==> src/rtl/adder_share_pkg.sv <==
// Shared types and constants for the shared-adder arbiter.
// The S1 operand register layout lives here so the top and any future
// consumers agree on field order.
package adder_share_pkg;

  localparam int N    = 64;
  localparam int NREQ = 4;
  localparam int TAGW = 5;
  localparam int IDW  = $clog2(NREQ);

  typedef struct packed {
    logic            vld;
    logic            sub;
    logic [IDW-1:0]  id;
    logic [TAGW-1:0] tag;
    logic [N-1:0]    a;
    logic [N-1:0]    b;
  } s1_t;

  // Round-robin successor, wrapping NREQ-1 -> 0 (NREQ need not be a power of 2)
  function automatic logic [IDW-1:0] rr_next(input logic [IDW-1:0] idx);
    return (int'(idx) == NREQ - 1) ? '0 : idx + IDW'(1);
  endfunction

endpackage

==> src/rtl/adder_share_arbiter_rr.sv <==
// Round-robin arbiter: grants the first asserted request found when scanning
// upward from ptr with wrap-around. Purely combinational; the caller owns ptr.
module rr_arbiter #(
  parameter int  NREQ = 4,
  localparam int IDW  = $clog2(NREQ)
) (
  input  logic [NREQ-1:0] req,
  input  logic [IDW-1:0]  ptr,
  input  logic            en,
  output logic [NREQ-1:0] gnt,
  output logic [IDW-1:0]  gnt_idx,
  output logic            any
);

  // Scan from ptr upward; first hit wins, nothing granted when disabled
  always_comb begin
    gnt     = '0;
    gnt_idx = '0;
    any     = 1'b0;
    if (en) begin
      for (int k = 0; k < NREQ; k++) begin
        if (!any && req[(int'(ptr) + k) % NREQ]) begin
          any                            = 1'b1;
          gnt[(int'(ptr) + k) % NREQ]    = 1'b1;
          gnt_idx                        = IDW'((int'(ptr) + k) % NREQ);
        end
      end
    end
  end

endmodule

==> src/rtl/adder_share_arbiter.sv <==
// One N-bit adder shared by NREQ requesters. Round-robin grant into an
// operand register (S1), then the sum register (S2) which is the output.
// Optional subtract support is built when ADDARB_SUB_EN is defined;
// otherwise req_sub is ignored and only the plain adder is present.
module adder_share_arbiter #(
  parameter int  N    = adder_share_pkg::N,
  parameter int  NREQ = adder_share_pkg::NREQ,
  parameter int  TAGW = adder_share_pkg::TAGW,
  localparam int IDW  = $clog2(NREQ)
) (
  input  logic                 clk,
  input  logic                 rst_n,
  input  logic [NREQ-1:0]      req_valid,
  output logic [NREQ-1:0]      req_ready,
  input  logic [NREQ*N-1:0]    req_a,
  input  logic [NREQ*N-1:0]    req_b,
  input  logic [NREQ*TAGW-1:0] req_tag,
  input  logic [NREQ-1:0]      req_sub,
  output logic                 rsp_valid,
  input  logic                 rsp_ready,
  output logic [N:0]           rsp_sum,
  output logic [IDW-1:0]       rsp_id,
  output logic [TAGW-1:0]      rsp_tag
);
  import adder_share_pkg::s1_t;
  import adder_share_pkg::rr_next;

  // s1_t is sized from the package; reject overrides that would not fit it
  if (N != adder_share_pkg::N || NREQ != adder_share_pkg::NREQ ||
      TAGW != adder_share_pkg::TAGW) begin : g_param_chk
    $error("adder_share_arbiter parameters must match adder_share_pkg");
  end

  s1_t             s1_q, s1_d;
  logic            rsp_vld_q, rsp_vld_d;
  logic [N:0]      sum_q, sum_d;
  logic [IDW-1:0]  id_q, id_d;
  logic [TAGW-1:0] tag_q, tag_d;
  logic [IDW-1:0]  rr_ptr_q, rr_ptr_d;

  logic            adv1, adv2, arb_en;
  logic [NREQ-1:0] gnt;
  logic [IDW-1:0]  gnt_idx;
  logic            gnt_any;
  logic [N:0]      sum_s1;

  // S2 can take a new value when empty or draining; S1 when empty or moving on
  assign adv2   = !rsp_vld_q || rsp_ready;
  assign adv1   = !s1_q.vld || adv2;
  // no grants while reset is held, so nothing looks accepted during reset
  assign arb_en = adv1 && rst_n;

  rr_arbiter #(.NREQ(NREQ)) u_arb (
    .req     (req_valid),
    .ptr     (rr_ptr_q),
    .en      (arb_en),
    .gnt     (gnt),
    .gnt_idx (gnt_idx),
    .any     (gnt_any)
  );

  assign req_ready = gnt;

`ifdef ADDARB_SUB_EN
  // a - b as a + ~b + 1; bit N then reads as the no-borrow flag
  assign sum_s1 = {1'b0, s1_q.a} + {1'b0, (s1_q.sub ? ~s1_q.b : s1_q.b)}
                + {{N{1'b0}}, s1_q.sub};
`else
  assign sum_s1 = {1'b0, s1_q.a} + {1'b0, s1_q.b};
  logic unused_sub;
  assign unused_sub = ^{req_sub, s1_q.sub};
`endif

  // S1 load: capture the granted requester's operands when S1 can advance
  always_comb begin
    s1_d = s1_q;
    if (adv1) begin
      s1_d.vld = gnt_any;
      if (gnt_any) begin
        s1_d.id  = gnt_idx;
        s1_d.tag = req_tag[int'(gnt_idx) * TAGW +: TAGW];
        s1_d.a   = req_a[int'(gnt_idx) * N +: N];
        s1_d.b   = req_b[int'(gnt_idx) * N +: N];
`ifdef ADDARB_SUB_EN
        s1_d.sub = req_sub[gnt_idx];
`else
        s1_d.sub = 1'b0;
`endif
      end
    end
  end

  // S2 load: result register holds under backpressure and when empty
  always_comb begin
    rsp_vld_d = rsp_vld_q;
    sum_d     = sum_q;
    id_d      = id_q;
    tag_d     = tag_q;
    if (adv2) begin
      rsp_vld_d = s1_q.vld;
      if (s1_q.vld) begin
        sum_d = sum_s1;
        id_d  = s1_q.id;
        tag_d = s1_q.tag;
      end
    end
  end

  // pointer moves past the winner only on an actual accept
  always_comb begin
    rr_ptr_d = gnt_any ? rr_next(gnt_idx) : rr_ptr_q;
  end

  // pipeline and pointer state; reset drops everything in flight
  always_ff @(posedge clk or negedge rst_n) begin
    if (!rst_n) begin
      s1_q      <= '0;
      rsp_vld_q <= 1'b0;
      sum_q     <= '0;
      id_q      <= '0;
      tag_q     <= '0;
      rr_ptr_q  <= '0;
    end else begin
      s1_q      <= s1_d;
      rsp_vld_q <= rsp_vld_d;
      sum_q     <= sum_d;
      id_q      <= id_d;
      tag_q     <= tag_d;
      rr_ptr_q  <= rr_ptr_d;
    end
  end

  assign rsp_valid = rsp_vld_q;
  assign rsp_sum   = sum_q;
  assign rsp_id    = id_q;
  assign rsp_tag   = tag_q;

endmodule
==> config.mk <==
export PLATFORM = sky130hd
export DESIGN_NAME = adder_share_arbiter
export DESIGN_NICKNAME = d
export VERILOG_FILES = /design/src/rtl/adder_share_pkg.sv /design/src/rtl/adder_share_arbiter_rr.sv /design/src/rtl/adder_share_arbiter.sv
export SDC_FILE = /design/constraint.sdc
export NUM_CORES = 1
export LEC_CHECK = 0
export ABC_CLOCK_PERIOD_IN_PS = 4650
export CELL_PAD_IN_SITES_DETAIL_PLACEMENT = 1
export CELL_PAD_IN_SITES_GLOBAL_PLACEMENT = 1
export CORE_AREA = 10 10 230 232
export DETAILED_ROUTE_END_ITERATION = 10
export DIE_AREA = 0 0 240 242
export PLACE_DENSITY_LB_ADDON = 0.1
export SLEW_MARGIN = 15
export SYNTH_ARGS = -nofsm -noshare
export SYNTH_HDL_FRONTEND = slang
export SYNTH_SLANG_ARGS = --single-unit
==> constraint.sdc <==
create_clock -name clk -period 4.65 [get_ports clk]
set_input_delay 0.6975 -clock clk [delete_from_list [all_inputs] [get_ports clk]]
set_output_delay 0.6975 -clock clk [all_outputs]
set_load 0.01 [all_outputs]
==> results of run 1 <==
[area by class of cell]
type                       instances  area share [%]
tap                              622            3.35
inverter                          19           0.307
clock buffer                      41            3.52
clock inverter                     5           0.431
sequential                       211            22.7
multi-input combinational       1407            42.0
timing repair buffer             637            27.7
[logic make-up after synthesis]
group,share of synthesized area (%)
xor gates and xnor gates,2.38
AOI/OAI and AO/OA,21.5
DFF,33.4
adders and majority gates,5.82
and+or+nand+nor,13.9
muxes,17.9
buffers and inverters,5.20
[synthesized netlist by cell type (21+ instances only)]
cell type,count
xnor2_1,22
nor2_1,47
mux2_2,56
mux2i_1,217
xor2_1,21
buf_6,21
ha_1,72
o21ai_1,96
a21o_1,52
nand3_1,24
o21ai_0,91
a21oi_1,80
nand2_1,330
o221ai_1,80
clkbuf_1,83
dfrtp_1,211
[worst max path at each step]
stage / start / end / slack [ns]
floorplan: rr_ptr_q[0] / s1_q[103] / 1.69
global placement: req_valid[1] / s1_q[37] / 0.63
detailed placement: req_valid[1] / s1_q[37] / 0.49
CTS: rr_ptr_q[0] / req_ready[1] / 0.13
global route: rr_ptr_q[1] / req_ready[1] / 0.11
finish: rr_ptr_q[1] / req_ready[0] / 0.34
[layer usage]
layer	vias up	wire [µm]	track usage, %
met1	7609	31100	29.5
met4	0	1160	4.50
met5	-	0	0
li1	7553	-	-
met2	399	34500	40.7
met3	57	4440	5.38
[through the flow]
| step | util [%] | std cells |
|---|---|---|
| global placement | 46.1 | 2896 |
| global route | 48.0 | 2942 |
| finish | 48.0 | 2942 |
| CTS | 48.0 | 2942 |
| floorplan | - | 1763 |
| detailed placement | 46.1 | 2896 |
[report_power, final]
group / switching, W / internal [W]
Sequential: 0.000701 / 0.00270
Clock: 0.000830 / 0.00136
Combinational: 0.00546 / 0.00418
[sequential cells by signal, summed over array words and instances, names as in the netlist]
register and count:
rr_ptr_q 2, rsp_id 2, rsp_sum 65, rsp_tag 5, rsp_valid 1, s1_q 136
[repair_timing]
action	4_1_cts	5_1_grt
hold endpoints to repair	0	0
resized for setup	0	1
setup endpoints to repair	0	4
==> flow_summary.ini, run 1 <==
[global_routing]
grt_remaining_overflow = 0
antenna_found_initial = 0
grt_max_degree = 113
grt_pass1_vias = 16900
grt_first_pass_wirelength_um = 107000
grt_usage_pct = 23.6

[drt]
wl_um = 71200
ant_nets = 0
vias_per_cell = 5.31
drtIter0Drc = 731
wire_per_inst_um = 24.2
dr.pass1.iters = 4
vias = 15600
drc = 0

[logic_synthesis]
synth_largest_area_cell = dfrtp_1
synth.area.top_cells = dfrtp_1 33%, mux2i_1 14%, nand2_1 7.8%, ha_1 5.7%, o221ai_1 4.4%
avgSynthCellArea_um2 = 8.97
ys_ff_latch = 211
synth_edf_count = 0
synth.top_cell.area_share_pct = 33.4
syn-num-nets = 2379
yosysWarnings = 0
ys_seq_area_share_pct = 33.4
ys_types = 76
synth_cells = 1763
synthArstFlopShare_pct = 100
syn_area_um2 = 15800
synth_ff_type = dfrtp_1

[final_layout]
area_growth_pct = 46.9
fin_area_um2 = 23200
layout_common_cells = 614 x clkdlybuf4s50_1, 328 x nand2_1, 217 x mux2i_1
fin_nets = 2919
seq_area_um2 = 5280
multi_input_area_um2 = 9760
fillers = 5587
drive_above_1_share_pct = 6.12
final_common_cell = clkdlybuf4s50_1
antennaDiodeCount = 0

[critical_path]
r2r_end = s1_q[38]
cpMostUsedCell = a21oi_1
worstPathCellList = inv_1 -> ha_1 -> mux4_2 -> a211oi_4 -> a22oi_1 -> a21oi_1 -> a21oi_1 -> nor2_1 -> clkdlybuf4s50_1
cpMaxStageDelayCell = clkdlybuf4s50_1
worstPathRequired_ns = 3.95
critical_path_class = reg2out
rrSetupSlack_ns = 0.77
r2r_start = rr_ptr_q[1]
crit_arrival_ns = 3.61
startpoint_type = flip-flop
crit_buf_inv = 2
crit_cells = 9
critPathMaxFanout = 8
reg2reg_depth = 11
critical-path-top-delay-family = buffers and inverters
max_stage_delay_ns = 0.58
end_kind = output port

[outcome]
status = finished, final reports clean

[placement]
gp_congestion = 0.880
dp_hpwl_um = 58400
io_buffers = 615
place_area_um2 = 22300
dp_slack_ns = 0.493

[timing]
fmax_mhz = 232
setup_ws_ns = 0.344
hold_violations = 0
grt_setup_unrepaired = false
worst_hold_slack_ns = 0.0170
relSlewSlack_pct = 32.5
final.setup.tns_ns = 0
fin_crit_sh_pct = 92.6
tightest_slew_ns = 1.01
skew_ns = 0.0181
fin_crit_ns = 4.31
drv_slew = 0
setup_violations = 0

[clock_network]
clk_pin_slew_ns = 0.06
cts_setup_buffers = 0
clock-sinks = 211
clkLatencyLatePin_ns = 0.55
htree_levels = 1
cts_tree = yes
root_buffer = clkbuf_16
clk_path_buf_depth = 3
cts-buffers-inserted = 27
ctsHoldBuffers = 0

[power]
power_w = 0.0152
ir_worst_vdd_uv = 354
leakagePower_nw = 9.78
cellPowerDensity_nw_per_um2 = 655

[floorplan]
die_w_um = 240
die_area_um2 = 58100
core_um2 = 48400
die_y_um = 242
row_count = 81
initial_core_util_pct = 32.7
io_pins = 620

[run]
timing.max_cap.violations = 0

[min_path]
hp-class = in2async
No activity file was read; power rests on OpenSTA's default activity.
==> inputs of run 2 (changes only) <==
PLACE_DENSITY_LB_ADDON = 0.12   (was 0.1)
TNS_END_PERCENT = 100   (was not set)
==> run 2 against run 1 <==
Compared with the run above: total power down 0.14%; flip-flop and latch count unchanged; global-route usage down 0.073 points; largest cell class unchanged; die area unchanged; non-clock buffer count up 1.
==> flow_summary.ini, run 2 (same netlist as run 1, synthesis figures left out) <==
[outcome]
status = finished, final reports clean

[clock_network]
cts_setup_buffers = 0
cts-buffers-inserted = 26
clock-sinks = 211
clkLatencyLatePin_ns = 0.54
htree_levels = 1
clk_pin_slew_ns = 0.06
cts_tree = yes
clk_path_buf_depth = 3
root_buffer = clkbuf_16
ctsHoldBuffers = 0

[final_layout]
fin_cells = 2945
fin_nets = 2919
final_common_cell = clkdlybuf4s50_1
largest_reg_flops = 136
area_growth_pct = 46.9
multi_input_area_um2 = 9760
fillers = 5511
seq_area_um2 = 5280
fin_util_pct = 48.0
regMostFlops = s1_q
drive_above_1_share_pct = 6.24
layout_common_cells = 614 x clkdlybuf4s50_1, 328 x nand2_1, 217 x mux2i_1

[floorplan]
die_area_um2 = 58100
die_y_um = 242
initial_core_util_pct = 32.7
row_count = 81
core_um2 = 48400
io_pins = 620
die_w_um = 240

[global_routing]
grt_remaining_overflow = 0
grt_max_degree = 81
grt_pass1_vias = 16900
grt_usage_pct = 23.5
grt_first_pass_wirelength_um = 106000
antenna_found_initial = 0

[timing]
setup_violations = 0
tightest_slew_ns = 0.939
final.setup.tns_ns = 0
fmax_mhz = 228
worst_hold_slack_ns = 0.0173
fin_crit_ns = 4.39
hold_violations = 0
relSlewSlack_pct = 37.4
drv_slew = 0
grt_setup_unrepaired = false
skew_ns = 0.0170
fin_crit_sh_pct = 94.4

[drt]
wire_per_inst_um = 24.1
drtIter0Drc = 865
drc = 0
vias_per_cell = 5.35
vias = 15800
wl_um = 70900
dr.pass1.iters = 5
ant_nets = 0

[placement]
io_buffers = 615
dp_hpwl_um = 58200
gp_congestion = 0.891
place_inst = 2897

[critical_path]
startpoint_type = flip-flop
r2r_start = rr_ptr_q[1]
cp-startpoint = rr_ptr_q[1]
critPathMaxFanout = 8
rrSetupSlack_ns = 0.62
worstPathRequired_ns = 3.95
critical_path_class = reg2out
end_kind = output port
crit_arrival_ns = 3.69

[power]
cellPowerDensity_nw_per_um2 = 654
ir_worst_vdd_uv = 333
power_w = 0.0152
leakagePower_nw = 9.78

[min_path]
hp-class = in2async

[run]
timing.max_cap.violations = 0
==> run 2: changes by cell type in the layout (fill, tap and decap cells not counted) <==
cell        previous run  this run
clkbuf_8               9         7
clkbuf_1               5         4
clkinvlp_4             0         1
buf_4                 14        15
clkinv_4               0         1
diode_2                0         1
clkinv_2               2         4
==> run 2: critical path, stage by stage (launching register included) <==
cell	delay, ns
dfrtp_1	0.56
inv_1	0.23
ha_1	0.46
mux4_2	0.44
a211oi_4	0.36
a22oi_1	0.11
a21oi_1	0.16
a21oi_1	0.05
nor2_1	0.17
clkdlybuf4s50_1	0.61
==> run 2: power by group <==
group	total (W)	internal [W]	switching [W]
Sequential	0.00338	0.00270	0.000678
Clock	0.00216	0.00133	0.000822
Combinational	0.00967	0.00418	0.00549
Total	0.0152	0.00822	0.00699
==> run 2: cell type report <==
| cell class | instances | area share [%] |
|---|---|---|
| clock inverter | 9 | 0.544 |
| multi-input combinational | 1407 | 42.0 |
| timing repair buffer | 638 | 27.7 |
| clock buffer | 38 | 3.39 |
| antenna | 1 | 0.0108 |
| inverter | 19 | 0.307 |
| sequential | 211 | 22.7 |
| tap | 622 | 3.35 |
==> run 2: metal layers <==
metal  routed length [µm]  vias to the layer above  part of all wire, %  global-route usage [%]
met4                 1240                        0                  1.8                    4.34
met5                    0                        -                    0                       0
met2                34200                      410                   48                    39.8
met1                31400                     7729                   44                    30.2
li1                     -                     7566                    -                       -
met3                 4040                       58                  5.7                    5.11
==> run 2: path summary, 6_finish.rpt <==
| path | endpoint | depth (start not counted) |
|---|---|---|
| max in group asynchronous | rr_ptr_q[0] | 2 |
| setup / recovery | req_ready[0] | 9 |
| hold / removal | s1_q[85] | 1 |
| setup reg to reg | s1_q[42] | 11 |
| min in group clk | rsp_tag[2] | 2 |
| hold reg to reg | rsp_tag[2] | 2 |
==> run 2: through the flow <==
step | setup WS (ns) | area [µm²]
2_1_floorplan | 1.69 | 15800
3_3_place_gp | 0.590 | 22300
3_5_place_dp | 0.509 | 22300
4_1_cts | 0.0623 | 23200
5_1_grt | 0.0178 | 23200
6_report | 0.259 | 23200
==> run 2: timing repair <==
action	in CTS	in global routing
hold endpoints to repair	0	0
gates resized for setup	0	1
setup endpoints to repair	0	4
==> patch 1 (config.mk and constraints of run 1) <==
`sum_q`, `id_q` and `tag_q` no longer have a reset.
--- a/src/rtl/adder_share_arbiter.sv
+++ b/src/rtl/adder_share_arbiter.sv
@@ -118,5 +118,2 @@
       rsp_vld_q <= 1'b0;
-      sum_q     <= '0;
-      id_q      <= '0;
-      tag_q     <= '0;
       rr_ptr_q  <= '0;
@@ -125,7 +122,10 @@
       rsp_vld_q <= rsp_vld_d;
-      sum_q     <= sum_d;
-      id_q      <= id_d;
-      tag_q     <= tag_d;
       rr_ptr_q  <= rr_ptr_d;
     end
+  end
+
+  always_ff @(posedge clk) begin
+    sum_q <= sum_d;
+    id_q  <= id_d;
+    tag_q <= tag_d;
   end
Function: not settled (the Yosys comparison gave no result); the edit may change what the design does.
==> patch 1 against run 1 <==
Setup slack improved by 220 ps; final area decreased by 3.7%; critical path depth unchanged; total power increased by 8.7%; wire length decreased by 15%; clock power decreased by 10%; area after synthesis decreased by 7.2%; sequential cell count unchanged; critical path type is now input pin to output pin; critical endpoint is now req_ready[3]; largest cell class unchanged; highest routed layer is now met5.
==> patch 1: results (changes against run 1) <==
| Metric | Value |
|---|---|
| Status | `finished, final reports clean` |
| Critical Path Source | `req_valid[3]` |
| Dpl cell area | `21500 um^2 (-3.5%)` |
| DP Wirelength | `50.7 mm (-13%)` |
| Detailed-route wire length | `60.2 mm (-15%)` |
| Buffers, non-clock | `645 (+1.3%)` |
| Fraction of area in registers | `0.252 (+0.0247)` |
| Slew Limit Headroom | `0.253 (-0.0726)` |
| LEAKAGE | `0.00848 uW (-13%)` |
| Synth area leaders | `dfrtp_1 24%, mux4_2 20%, edfxtp_1 15%` |
| Non-clock buffer share | `0.290 (+0.0132)` |
| CP max-delay cell | `a21oi_1` |
| DR top layer | `met5` |
| DR WL met2 | `30.6 mm (-11%)` |
| R2R Path End | `rsp_sum[58]` |
| DR iter-0 viols | `474 (-35%)` |
| Initial antenna violation count | `2 (+2)` |
| Maximum VDD drop | `0.000330 V (-6.7%)` |
| Syn nets | `1759 (-26%)` |
| Count of multi-input gates | `842 (-40%)` |
| Worst hold path class | `flip-flop to flip-flop` |
| Met2 usage | `0.355 (-0.0525)` |
| Fin util | `0.462 (-0.0176)` |
| CP max FO | `12 (+4)` |
| Synth Instances | `1143 (-35%)` |
| Pin count of the biggest net entering global routing | `73 (-35%)` |
| Fin crit share | `0.878 (-0.0477)` |
| Worst Setup EP | `req_ready[3]` |
| Met1 usage | `0.240 (-0.0547)` |
| Met3 Use GR | `0.0424 (-0.0114)` |
| Placer's final routability congestion estimate | `0.870 (-1.1%)` |
| Inst Count DP | `2340 (-19%)` |
| Met3 wire length | `3.54 mm (-20%)` |
[patch 1: critical path: cells and delay by family]
| family | cells | cell delay, ps |
|---|---|---|
| buffers and inverters | 2 | 1060 |
| AO/OA/AOI/OAI | 2 | 980 |
| AND/OR/NAND/NOR | 4 | 470 |
| multiplexers | 1 | 190 |
[patch 1: cell families after synthesis]
group	Yosys count	synth area share
muxes	271	0.313
AOI/OAI and AO/OA	254	0.111
DFF	211	0.384
and+or+nand+nor	183	0.0582
buffers and inverters	90	0.0344
adders and majority gates	73	0.0627
xor gates and xnor gates	61	0.0364
[patch 1: power by group through the flow]
stage / logic, uW / clock network, uW / registers, uW
6_report: 10700 / 1970 / 3860
5_1_grt: 11700 / 2110 / 3980
4_1_cts: 10800 / 2040 / 3890
3_5_place_dp: 10700 / 0 / 3910
3_3_place_gp: 10600 / 0 / 3880
2_1_floorplan: 7050 / 0 / 3900
[patch 1: timing repair]
item                       in CTS  in global routing
hold buffers                    1                  0
setup endpoints to repair       0                  0
hold endpoints to repair       12                  0
==> patch 2 (settings of run 1) <==
Made on the original files. Change the package constant `TAGW` from 5 to 4.
--- a/src/rtl/adder_share_pkg.sv
+++ b/src/rtl/adder_share_pkg.sv
@@ -7,3 +7,3 @@
   localparam int NREQ = 4;
-  localparam int TAGW = 5;
+  localparam int TAGW = 4;
   localparam int IDW  = $clog2(NREQ);
Ports: changed (resized req_tag and rsp_tag); port bits go from 620 to 615. The function was not compared with the original's and may differ.
==> patch 2 against run 1 <==
Fmax rose by 1.8%; largest power group unchanged; total power rose by 15%; area after synthesis fell by 4.6%; sequential cell count shrank 2; wire length up 5.4%; core utilization shrank 1.2 points; clock skew decreased by 0.69 ps; final area is 2.6% lower; critical endpoint is now rsp_sum[60]; setup slack better by 78 ps; largest cell class unchanged.
==> patch 2: results (changes against run 1) <==
| Metric | Value |
|---|---|
| Status | `finished, final reports clean` |
| Global Route Usage Sum | `0.248 (+0.0121)` |
| R2R cell count | `12 (+1)` |
| Sw Pwr | `8720 uW (+25%)` |
| Met1 usage | `0.312 (+0.0175)` |
| Worst hold path class | `input pin to async pin` |
| Synth cell count leaders | `409 x nand2_1, 209 x dfrtp_1, 209 x nor2_1, 194 x o21ai_0, 138 x a21oi_1` |
| Largest Register | `s1_q` |
| Port bufs | `610 (-0.81%)` |
| Slew Limit Headroom | `0.340 (+0.0148)` |
| Synth area leaders | `dfrtp_1 35%, nand2_1 10%, mux2i_1 8.7%` |
| Via count | `16505 (+5.7%)` |
| DP Wirelength | `60.9 mm (+4.2%)` |
| First-pass GRT wire length | `111 mm (+4.2%)` |
| Library cells used by synthesis | `70 (-7.9%)` |
| Worst skew pair latency | `540 ps` |
| LEAKAGE | `0.0101 uW (+2.8%)` |
| Final #Nets | `3074 (+5.3%)` |
| Routed WL per cell | `24.2 um (about the same)` |
| DR iter-0 viols | `914 (+25%)` |
| Clk root buf | `clkbuf_16` |
| Vias in the first global route | `17683 (+4.5%)` |
| Syn nets | `2530 (+6.3%)` |
| Post-CTS setup buffer count | `0 (unchanged)` |
| Clock skew | `17.4 ps (-0.694 ps)` |
| Pin count of the biggest net entering global routing | `191 (+69%)` |
| Top Family by Delay on Critical Path | `compound AO/OA/AOI/OAI gates` |
| Post-cts sizing count | `0 (unchanged)` |
| CP max FO | `5 (-3)` |
| Maximum VDD drop | `0.000555 V (+57%)` |
| Ys async rst share | `1.00 (unchanged)` |
| Placer's final routability congestion estimate | `0.879 (about the same)` |
| Largest stage delay on the critical path | `640 ps (+60 ps)` |
| Initial antenna violation count | `4 (+4)` |
| CP max-delay cell | `a41oi_1` |
| Met2 usage | `0.432 (+0.0247)` |
| Num CTS Buffers | `25 (-7.4%)` |
| Largest register FFs | `135 (-0.74%)` |
| Max Buffers Root-to-Sink | `3 (unchanged)` |
| Clock transition at path regs | `60 ps (about the same)` |
| Pre-antenna DRT Iters | `4 (unchanged)` |
| H-tree depth | `1 (unchanged)` |
| Share of cells above drive strength 1 | `0.0392 (-0.0220)` |
| Met3 Use GR | `0.0504 (-0.00341)` |
| Critical Path AT | `4600 ps (+990 ps)` |
| Sequential-to-total area share from yosys stat | `0.347 (+0.0128)` |
| Yosys warning total | `0 (unchanged)` |
| Most used DFF post-synth | `dfrtp_1` |
## patch 2: cells by family (layout without fill, tap and decap cells)
family / count (synthesis) / count (layout) / synth area share
compound gates: 555 / 555 / 0.223
xor+xnor: 62 / 62 / 0.0365
fa+ha+maj: 73 / 73 / 0.0610
buf+inv: 144 / 703 / 0.0417
flops: 209 / 209 / 0.347
mux: 134 / 134 / 0.0914
other cells: 0 / 1 / 0
simple gates: 741 / 741 / 0.200
## patch 2: final cells by class
class | count | area [um^2]
timing repair buffer | 643 | 6430
clock inverter | 9 | 128
tap | 622 | 778
antenna | 1 | 2.50
sequential | 209 | 5230
fill | 5808 | 25800
clock buffer | 33 | 706
multi-input combinational | 1565 | 9300
inverter | 18 | 67.6
## patch 2: metal layers
metal,part of all wire,up-vias
met2,0.49,448
li1,-,7864
met3,0.058,52
met1,0.44,8137
met5,0.00045,-
met4,0.013,4
## patch 2: worst paths after layout
check / from / to / slack (ps)
max in group asynchronous: rst_n / s1_q[11] / 2700
setup reg to reg: s1_q[0] / rsp_sum[60] / 420
hold reg to reg: s1_q[133] / rsp_id[1] / 470
min in group clk: s1_q[133] / rsp_id[1] / 470
setup / recovery: s1_q[0] / rsp_sum[60] / 420
hold / removal: rst_n / s1_q[38] / 30
## patch 2: stage by stage
| step | area (um^2) | total power [uW] | setup slack (ps) | cells |
|---|---|---|---|---|
| after floorplan | 15100 | 11000 | 1440 | 1918 |
| after global placement | 21800 | 15200 | 257 | 3057 |
| after detailed placement | 21800 | 15400 | 84.2 | 3057 |
| after CTS | 22600 | 17600 | 436 | 3099 |
| after global routing | 22600 | 18900 | 196 | 3100 |
| final | 22600 | 17500 | 422 | 3100 |
## patch 2: power groups by stage
stage	Sequential (uW)	Clock (uW)	Combinational, uW
floorplan	3330	0	7640
global placement	3610	0	11600
detailed placement	3630	0	11800
CTS	3610	2080	11900
global route	3710	2140	13000
finish	3610	2030	11800
